File: src/rtl/fifo_reader_pkg.sv
// Shared types and constants for the acquisition FIFO read controller.
// The optional peak tracker in fifo_reader is enabled by defining FIFO_READER_PEAK_EN.
package fifo_reader_pkg;

    localparam int DATA_W_DEF  = 14;
    localparam int RD_DATA_W   = 16;
    localparam int RD_ZERO_BIT = 15;
    localparam int RD_OR_BIT   = 14;

    typedef enum logic [2:0] {
        ST_IDLE,
        ST_FETCH,
        ST_RLO,
        ST_RHI,
        ST_HOLD,
        ST_DONE
    } rd_state_e;

    typedef enum logic [1:0] {
        PH_IDLE,
        PH_LO,
        PH_HI
    } pulse_phase_e;

    function automatic logic [RD_DATA_W-1:0] pack_rd_data(input logic or_bit,
                                                          input logic [DATA_W_DEF-1:0] data);
        logic [RD_DATA_W-1:0] word;
        word                   = '0;
        word[RD_ZERO_BIT]      = 1'b0;
        word[RD_OR_BIT]        = or_bit;
        word[DATA_W_DEF-1:0]   = data;
        return word;
    endfunction

endpackage

File: src/rtl/fifo_rclk_pulse.sv
// One FIFO read pulse per go: RCLK low then high for RCLK_HALF clk_sys cycles each, REN held
// low throughout, and a capture strobe on the last high cycle. go restarts, abort cancels.
module fifo_rclk_pulse
    import fifo_reader_pkg::*;
#(
    parameter int RCLK_HALF = 2
) (
    input  logic clk_sys,
    input  logic RESET_N,
    input  logic go_i,
    input  logic abort_i,
    output logic rclk_o,
    output logic ren_n_o,
    output logic rise_o,
    output logic capture_o,
    output logic idle_o
);

    localparam int            CW   = (RCLK_HALF > 1) ? $clog2(RCLK_HALF) : 1;
    localparam logic [CW-1:0] LAST = CW'(RCLK_HALF - 1);

    pulse_phase_e  phase_q, phase_d;
    logic [CW-1:0] cnt_q, cnt_d;
    logic          rclk_q, ren_n_q;
    logic          last;

    assign last = (cnt_q == LAST);

    // NOTE: every variable gets a default before any branch; a path that leaves one unassigned infers a latch.
    always_comb begin
        phase_d = phase_q;
        cnt_d   = cnt_q + CW'(1);
        if (go_i) begin
            phase_d = PH_LO;
            cnt_d   = '0;
        end else if (abort_i) begin
            phase_d = PH_IDLE;
            cnt_d   = '0;
        end else begin
            unique case (phase_q)
                PH_LO: begin
                    if (last) begin
                        phase_d = PH_HI;
                        cnt_d   = '0;
                    end
                end
                PH_HI: begin
                    if (last) begin
                        phase_d = PH_IDLE;
                        cnt_d   = '0;
                    end
                end
                default: cnt_d = '0;
            endcase
        end
    end

    // NOTE: sequential state uses non-blocking assignments so every register samples pre-edge values.
    always_ff @(posedge clk_sys) begin
        if (!RESET_N) begin
            phase_q <= PH_IDLE;
            cnt_q   <= '0;
            rclk_q  <= 1'b0;
            ren_n_q <= 1'b1;
        end else begin
            phase_q <= phase_d;
            cnt_q   <= cnt_d;
            rclk_q  <= (phase_d == PH_HI);
            ren_n_q <= (phase_d == PH_IDLE);
        end
    end

    assign rclk_o    = rclk_q;
    assign ren_n_o   = ren_n_q;
    assign rise_o    = (phase_q == PH_LO) && last;
    assign capture_o = (phase_q == PH_HI) && last;
    assign idle_o    = (phase_q == PH_IDLE);

endmodule

File: src/rtl/fifo_reader.sv
// Read-side controller for the external acquisition FIFO: drains one frame into a one-word
// holding register for the ARM. Define FIFO_READER_PEAK_EN to track the frame's peak sample.
module fifo_reader
    import fifo_reader_pkg::*;
#(
    parameter int DATA_W    = DATA_W_DEF,
    parameter int RCLK_HALF = 2,
    parameter int CNT_W     = 32
) (
    input  logic                 clk_sys,
    input  logic                 RESET_N,
    input  logic                 start,
    input  logic [CNT_W-1:0]     length,
    input  logic                 rd_req,
    output logic [RD_DATA_W-1:0] rd_data,
    output logic                 rd_valid,
    output logic                 busy,
    output logic                 done,
    output logic                 underrun,
    output logic [DATA_W-1:0]    peak,
    input  logic [DATA_W-1:0]    fifo_data,
    input  logic                 fifo_or,
    input  logic                 fifo_ef_n,
    output logic                 fifo_rclk,
    output logic                 fifo_ren_n,
    output logic                 fifo_oe_n
);

    rd_state_e         state_q, state_d;
    logic [CNT_W-1:0]  remaining_q, remaining_d;
    logic              rd_valid_q, rd_valid_d;
    logic              underrun_q, underrun_d;
    logic              hold_or_q, hold_or_d;
    logic [DATA_W-1:0] hold_data_q, hold_data_d;
    logic              go;
    logic              capture_en;
    logic              pulse_rise, pulse_capture, pulse_idle;

    fifo_rclk_pulse #(
        .RCLK_HALF (RCLK_HALF)
    ) u_rclk_pulse (
        .clk_sys   (clk_sys),
        .RESET_N   (RESET_N),
        .go_i      (go),
        .abort_i   (start),
        .rclk_o    (fifo_rclk),
        .ren_n_o   (fifo_ren_n),
        .rise_o    (pulse_rise),
        .capture_o (pulse_capture),
        .idle_o    (pulse_idle)
    );

    assign busy       = state_q inside {ST_FETCH, ST_RLO, ST_RHI, ST_HOLD};
    assign done       = (state_q == ST_DONE);
    assign fifo_oe_n  = !busy;
    assign rd_valid   = rd_valid_q;
    assign underrun   = underrun_q;
    assign rd_data    = pack_rd_data(hold_or_q, DATA_W_DEF'(hold_data_q));
    assign capture_en = !start && (state_q == ST_RHI) && pulse_capture;

    always_comb begin
        state_d     = state_q;
        remaining_d = remaining_q;
        rd_valid_d  = rd_valid_q;
        underrun_d  = underrun_q;
        hold_or_d   = hold_or_q;
        hold_data_d = hold_data_q;
        go          = 1'b0;

        if (start) begin
            // The first FETCH decision is taken on the start edge itself, so RLO begins next cycle.
            remaining_d = length;
            rd_valid_d  = 1'b0;
            underrun_d  = 1'b0;
            if (length == '0) begin
                state_d = ST_DONE;
            end else if (!fifo_ef_n) begin
                state_d = ST_FETCH;
            end else begin
                go      = 1'b1;
                state_d = ST_RLO;
            end
        end else begin
            if (rd_req && busy && !rd_valid_q) begin
                underrun_d = 1'b1;
            end
            unique case (state_q)
                ST_FETCH: begin
                    if (remaining_q == '0) begin
                        state_d = ST_DONE;
                    end else if (fifo_ef_n && pulse_idle) begin
                        go      = 1'b1;
                        state_d = ST_RLO;
                    end
                end
                ST_RLO: begin
                    if (pulse_rise) begin
                        state_d = ST_RHI;
                    end
                end
                ST_RHI: begin
                    if (pulse_capture) begin
                        hold_or_d   = fifo_or;
                        hold_data_d = fifo_data;
                        rd_valid_d  = 1'b1;
                        if (remaining_q != '0) begin
                            remaining_d = remaining_q - CNT_W'(1);
                        end
                        state_d = ST_HOLD;
                    end
                end
                ST_HOLD: begin
                    if (rd_req) begin
                        rd_valid_d = 1'b0;
                        state_d    = ST_FETCH;
                    end
                end
                default: ;
            endcase
        end
    end

    always_ff @(posedge clk_sys) begin
        if (!RESET_N) begin
            state_q     <= ST_IDLE;
            remaining_q <= '0;
            rd_valid_q  <= 1'b0;
            underrun_q  <= 1'b0;
            hold_or_q   <= 1'b0;
            hold_data_q <= '0;
        end else begin
            state_q     <= state_d;
            remaining_q <= remaining_d;
            rd_valid_q  <= rd_valid_d;
            underrun_q  <= underrun_d;
            hold_or_q   <= hold_or_d;
            hold_data_q <= hold_data_d;
        end
    end

`ifdef FIFO_READER_PEAK_EN
    logic [DATA_W-1:0] peak_q;

    always_ff @(posedge clk_sys) begin
        if (!RESET_N || start) begin
            peak_q <= '0;
        end else if (capture_en && (fifo_data > peak_q)) begin
            peak_q <= fifo_data;
        end
    end

    assign peak = peak_q;
`else
    logic unused_capture_en;
    assign unused_capture_en = capture_en;
    assign peak              = '0;
`endif

endmodule

File: config.mk
export PLATFORM = sky130hd
export DESIGN_NAME = fifo_reader
export DESIGN_NICKNAME = d
export VERILOG_FILES = /design/src/rtl/fifo_reader_pkg.sv /design/src/rtl/fifo_rclk_pulse.sv /design/src/rtl/fifo_reader.sv
export SDC_FILE = /design/constraint.sdc
export NUM_CORES = 1
export LEC_CHECK = 0
export CAP_MARGIN = 25
export CORE_MARGIN = 2
export CORE_UTILIZATION = 50
export DETAILED_ROUTE_END_ITERATION = 7
export HOLD_SLACK_MARGIN = 0.05
export PLACE_DENSITY = 0.81
export SLEW_MARGIN = 20
export SYNTH_ARGS = -nofsm -noshare
export SYNTH_HDL_FRONTEND = slang
export SYNTH_HIERARCHICAL = 1
export SYNTH_SLANG_ARGS = --single-unit
export TNS_END_PERCENT = 1
File: constraint.sdc
create_clock -name clk_sys -period 4.48 [get_ports clk_sys]
set_input_delay 0.896 -clock clk_sys [delete_from_list [all_inputs] [get_ports clk_sys]]
set_output_delay 0.896 -clock clk_sys [all_outputs]
set_load 0.05 [all_outputs]
==> results.py, run 1 <==
metrics = {
    "yosys": {
        "synth_top_area_share": 0.326,
        "ys_ff_latch": 57,
        "synth.cell_area_sq_um": 3500,
        "syn_avg_cell_area_sq_um": 7.73,
        "ys_top_cells_by_area": "dfxtp_1, nand2_1, a21oi_1",
        "synth_edf_count": 0,
        "synthCells": 453,
        "seq_area_frac_synth": 0.326,
        "synthTopCellsByCount": "dfxtp_1, nand2_1, a21oi_1",
        "ys_types": 66,
        "yosysTopAreaCell": "dfxtp_1",
        "async_reset_ff_frac": 0,
        "ys.flop_type": "dfxtp_1",
        "synth.most_common_cell": "dfxtp_1",
        "yosys_warnings": 6,
    },
    "route": {
        "dr.pass1.iters": 6,
        "drt_iter0_drc": 438,
        "drc": 0,
        "ant_nets": 0,
        "vias": 3797,
        "routedWlPerCell_um": 16.2,
        "avgViaCountPerCell": 6.19,
        "routed_wl_um": 9900,
    },
    "sta": {
        "relSlewSlack": 0.319,
        "post-route-period-util": 0.699,
        "maxSlewViolCount": 0,
        "period_minus_slack_ns": 3.13,
        "fmax_mhz": 319,
        "setup-violations-final": 0,
        "worst_pin_slew_ns": 1.02,
        "hold-worst-slack_ns": 0.452,
        "tns_ns": 0,
        "clock_skew_ns": 0.00595,
        "finalHoldViolations": 0,
        "rsz0062_at_grt": "no",
    },
    "min_path": {
        "min_path_type": "flip-flop to flip-flop",
        "min-delay-start": "hold_data_q[2]$_SDFFE_PN0P_",
        "hold_path_end": "hold_data_q[2]$_SDFFE_PN0P_",
        "hold_path_depth": 2,
    },
    "global_route": {
        "grt_use_met2": 0.399,
        "grt_pass1_vias": 3364,
        "grt_max_degree": 56,
        "antenna_found_initial": 0,
        "met1_usage": 0.369,
        "met3_usage": 0.0584,
        "grt_pass1_wl_um": 16100,
        "globalRouteOverflowTotal": 0,
        "track_usage": 0.263,
        "busiest_layer": "met2",
    },
    "setup_path": {
        "timing.reg2reg.setup_slack_ns": 1.35,
        "cp_num_cells": 8,
        "worstSetupPathType": "flip-flop to flip-flop",
        "r2r-end": "u_rclk_pulse/cnt_q$_SDFF_PP0_",
        "r2r_cells": 8,
        "worst_path_most_repeated_cell": "nand4_1",
        "cpPeakStageDelay_ns": 0.84,
        "timing.rr.start": "remaining_q[24]$_SDFFE_PN0P_",
        "cp_num_buf_inv": 0,
        "critPathTopFamily": "simple AND/OR/NAND/NOR gates",
        "slowest_stage": "or3_1",
        "arrival_ns": 3.40,
        "required_ns": 4.74,
        "crit_path_end_kind": "flip-flop",
        "critPathMaxFanout": 25,
        "crit_chain": "nor4_1 -> nand4_1 -> or3_1 -> nand4_1 -> a21oi_1 -> nor2_1 -> nand2_1 -> nor3b_1",
        "critical_path.startpoint_type": "flip-flop",
    },
    "clock_network": {
        "clock_sinks": 57,
        "numCtsBuffers": 9,
        "cts_tree": "yes",
        "postCtsSetupBuffers": 0,
        "cts_max_level": 3,
        "clockBufferDepth": 2,
        "cts.hold.buffers_added": 0,
        "postCtsResizedCells": 0,
        "clk_pin_slew_worst_paths_ns": 0.07,
        "root_buffer": "clkbuf_8",
        "clk-insertion-delay-late_ns": 0.34,
    },
    "layout": {
        "fillers": 568,
        "syn_to_final_growth_pct": 25.7,
        "nets": 569,
        "multi_input_area_sq_um": 2110,
        "diodes": 0,
        "post-route-util": 0.648,
        "instances_no_fill": 613,
        "final-seq-area_sq_um": 1140,
        "drive_gt1_frac": 0.0677,
    },
    "die": {
        "core_sq_um": 6790,
        "start_util": 0.515,
        "dieArea_sq_um": 7680,
        "pin_count": 89,
        "rows": 30,
        "die_x_um": 87.7,
        "die_h_um": 87.7,
    },
    "power_and_ir_drop": {
        "power.density_nw_per_um2": 300,
        "p_leak_nw": 1.44,
        "peakVddDrop_mv": 0.161,
    },
    "place": {
        "gp_congestion": 0.895,
        "place_inst": 597,
        "dpl.hpwl_um": 6800,
        "io_buffers": 73,
    },
    "job": {
        "drv_cap": 0,
    },
    "status": {
        "status": "finished clean",
    },
}
area by class of cell:
class / instances / share of cell area
well taps: 96 / 0.0273
multi-input cells: 349 / 0.480
clock buffers: 13 / 0.0338
clock inverters: 3 / 0.00910
repair buffers: 81 / 0.179
flip-flops and latches: 57 / 0.259
inverters: 14 / 0.0119
where the power goes:
group | leakage [nW] | total, mW | internal, mW | switching (mW)
Clock | 0.0974 | 0.481 | 0.271 | 0.210
Sequential | 0.467 | 0.562 | 0.530 | 0.0323
Combinational | 0.877 | 0.276 | 0.113 | 0.164
layer usage:
metal | wire length (um) | vias up
met3 | 1000 | 18
met2 | 4490 | 223
met5 | 0 | -
met4 | 143 | 0
li1 | - | 1810
met1 | 4260 | 1746
worst register-to-register path, cell delays in order, from the launching register on:
cell and delay, ns:
dfxtp_1 0.39, nor4_1 0.59, nand4_1 0.37, or3_1 0.84, nand4_1 0.25, a21oi_1 0.13
nor2_1 0.14, nand2_1 0.13, nor3b_1 0.23
cell usage in the layout, fill, tap and decap left out, types with 15 or more instances in the layout:
cell	count
nor4_1	21
nand2_1	56
a21oi_1	34
nor2_1	19
dfxtp_1	57
a31oi_1	15
nand4_1	15
conb_1	15
o21ai_0	29
clkdlybuf4s50_1	72
state kept, by name, summed over array words and instances, names as in the netlist, 2 cells and up:
| register | cells |
|---|---|
| hold_data_q | 14 |
| remaining_q | 32 |
| state_q | 3 |
| u_rclk_pulse/phase_q | 2 |
worst max path at each step:
stage,startpoint,to,slack (ns)
after floorplan,state_q[1]$_SDFFE_PN0P_,fifo_oe_n,1.50
after global placement,length[25],u_rclk_pulse/cnt_q$_SDFF_PP0_,1.42
after detailed placement,length[25],u_rclk_pulse/cnt_q$_SDFF_PP0_,1.33
after CTS,remaining_q[24]$_SDFFE_PN0P_,u_rclk_pulse/cnt_q$_SDFF_PP0_,1.43
after global routing,remaining_q[24]$_SDFFE_PN0P_,u_rclk_pulse/cnt_q$_SDFF_PP0_,1.20
final,remaining_q[24]$_SDFFE_PN0P_,u_rclk_pulse/cnt_q$_SDFF_PP0_,1.35
through the flow:
stage                     cell area (sq um)  setup slack, ns  power (mW)
after floorplan                        3550             1.50       0.752
after global placement                 4210             1.42       0.838
after detailed placement               4210             1.33       0.843
after CTS                              4400             1.43        1.32
after global routing                   4400             1.20        1.38
final                                  4400             1.35        1.32
logic make-up after synthesis:
| logic type | Yosys count | share of synthesized area |
|---|---|---|
| simple gates | 199 | 0.323 |
| fa+ha+maj | 5 | 0.0179 |
| other cells | 1 | 0.00107 |
| xor+xnor | 3 | 0.00751 |
| mux | 1 | 0.00286 |
| flops | 57 | 0.326 |
| buf+inv | 61 | 0.0869 |
| compound gates | 126 | 0.235 |
No activity file was read; power rests on OpenSTA's default activity.
==> run 2, diff against run 1 <==
CORE_UTILIZATION = 45   (was 50)
PLACE_DENSITY = 0.77   (was 0.81)
clock period = 2.87 ns   (was 4.48 ns; I/O delays follow)
==> results.py, run 2 (synthesis results as in run 1) <==
metrics = {
    "global_route": {
        "globalRouteOverflowTotal": 0,
        "track_usage": 0.257,
        "grt_pass1_vias": 3675,
        "grt_max_degree": 33,
        "grt_pass1_wl_um": 17500,
        "antenna_found_initial": 0,
    },
    "sta": {
        "fmax_mhz": 370,
        "maxSlewViolCount": 0,
        "tns_ns": 0,
        "final.setup.worst_slack_ns": 0.170,
        "clock_skew_ns": 0.00945,
        "hold-worst-slack_ns": 0.453,
        "rsz0062_at_grt": "no",
        "finalHoldViolations": 0,
        "worst_pin_slew_ns": 0.750,
        "setup-violations-final": 0,
        "relSlewSlack": 0.487,
        "period_minus_slack_ns": 2.70,
        "post-route-period-util": 0.941,
    },
    "power_and_ir_drop": {
        "power.density_nw_per_um2": 465,
        "p_leak_nw": 1.51,
        "p_int_mw": 1.45,
        "peakVddDrop_mv": 0.297,
        "comb_power_share": 0.213,
        "seqPwrFrac": 0.419,
        "switching_share": 0.306,
        "p_switching_mw": 0.640,
        "finalPower_mw": 2.09,
        "clkPwrFrac": 0.368,
    },
    "status": {
        "status": "finished clean",
    },
    "route": {
        "wl_met3_um": 965,
        "routed_wl_um": 10500,
        "ant_nets": 0,
        "drc": 0,
        "avgViaCountPerCell": 6.14,
        "wl_met2_um": 4900,
        "met1_length_um": 4360,
        "routed.top_layer": "met4",
        "dr.pass1.iters": 5,
        "vias": 3868,
        "drt_iter0_drc": 334,
        "routedWlPerCell_um": 16.7,
    },
    "setup_path": {
        "critical_path.startpoint_type": "flip-flop",
        "cpPeakStageDelay_ns": 0.62,
        "arrival_ns": 2.94,
        "required_ns": 3.11,
        "cp_num_buf_inv": 1,
        "slowest_stage": "or3_1",
        "crit_path_end_kind": "flip-flop",
        "crit_chain": "nor4_1 -> nand4_1 -> or3_1 -> buf_4 -> and4_1 -> nor3_1",
        "worstSetupPathType": "flip-flop to flip-flop",
        "critPathTopFamily": "simple AND/OR/NAND/NOR gates",
        "critPathMaxFanout": 16,
    },
    "min_path": {
        "min_path_type": "flip-flop to flip-flop",
    },
    "layout": {
        "fillers": 677,
        "drive_gt1_frac": 0.0909,
        "instances_no_fill": 630,
        "final_common_cell": "clkdlybuf4s50_1",
        "top_register": "remaining_q",
        "reg.largest.list": "remaining_q (32), hold_data_q (14), state_q (3)",
        "final-seq-area_sq_um": 1140,
        "layout_common_cells": "clkdlybuf4s50_1, dfxtp_1, nand2_1",
        "diodes": 0,
        "largest_reg_flops": 32,
        "multi_input_area_sq_um": 2110,
        "syn_to_final_growth_pct": 28.7,
        "nets": 581,
    },
    "place": {
        "place_inst": 615,
        "dpl.hpwl_um": 7410,
        "gp_congestion": 0.907,
        "io_buffers": 73,
        "dp_slack_ns": 0.207,
    },
    "die": {
        "start_util": 0.458,
        "core_sq_um": 7650,
        "die_x_um": 92.2,
        "rows": 32,
        "die_h_um": 92.2,
        "pin_count": 89,
        "dieArea_sq_um": 8500,
    },
    "clock_network": {
        "postCtsResizedCells": 0,
        "cts_tree": "yes",
        "clockBufferDepth": 2,
        "cts.hold.buffers_added": 0,
        "clk_pin_slew_worst_paths_ns": 0.07,
        "clock_sinks": 57,
        "cts_max_level": 3,
        "root_buffer": "clkbuf_8",
        "clk-insertion-delay-late_ns": 0.35,
        "postCtsSetupBuffers": 0,
        "numCtsBuffers": 9,
    },
    "job": {
        "drv_cap": 0,
    },
}
-- run 2: cell count changes in the layout (fill, tap and decap cells not counted), sizes merged --
| cell | delta |
|---|---|
| buf | +12 |
| clkbuf | -1 |
-- run 2: final timing paths --
path	from	end	slack [ns]	cells past startpoint
max	remaining_q[4]$_SDFFE_PN0P_	remaining_q[18]$_SDFFE_PN0P_	0.17	6
min	hold_data_q[6]$_SDFFE_PN0P_	hold_data_q[6]$_SDFFE_PN0P_	0.45	2
max reg2reg	remaining_q[4]$_SDFFE_PN0P_	remaining_q[18]$_SDFFE_PN0P_	0.17	6
min reg2reg	hold_data_q[6]$_SDFFE_PN0P_	hold_data_q[6]$_SDFFE_PN0P_	0.45	2
-- run 2: stage by stage --
stage / utilization / area [sq um]
floorplan: - / 3550
global placement: 0.563 / 4310
detailed placement: 0.563 / 4310
CTS: 0.589 / 4500
global route: 0.589 / 4500
finish: 0.589 / 4500
-- run 2: area by class of cell --
type / count / area share
Clock buffer: 12 / 0.0344
Inverter: 14 / 0.0117
Multi-Input combinational cell: 349 / 0.469
Sequential cell: 57 / 0.253
Clock inverter: 3 / 0.00889
Tap cell: 102 / 0.0283
Timing Repair Buffer: 93 / 0.194
-- run 2: power by group through the flow --
stage / Clock [mW] / Sequential, mW / Combinational, mW
2_1_floorplan: 0 / 0.879 / 0.294
3_3_place_gp: 0 / 0.891 / 0.432
5_1_grt: 0.810 / 0.884 / 0.484
6_report: 0.770 / 0.878 / 0.447
3_5_place_dp: 0 / 0.893 / 0.437
4_1_cts: 0.776 / 0.875 / 0.442
-- run 2: tightest hold or removal path, cell delays in order, from the launching register on --
cell     delay, ns
dfxtp_1       0.31
nand2_1       0.05
a21oi_1       0.05
-- run 2: routing by layer --
metal	global-route usage	vias to the layer above
li1	-	1831
met1	0.323	1797
met2	0.408	211
met3	0.0731	29
met4	0.113	0
met5	0	-
==> run 3, diff against run 2 <==
ABC_AREA = 0   (was default)
==> results of run 3 <==
The final DEF is identical to that of run 2; final timing and power are the same.
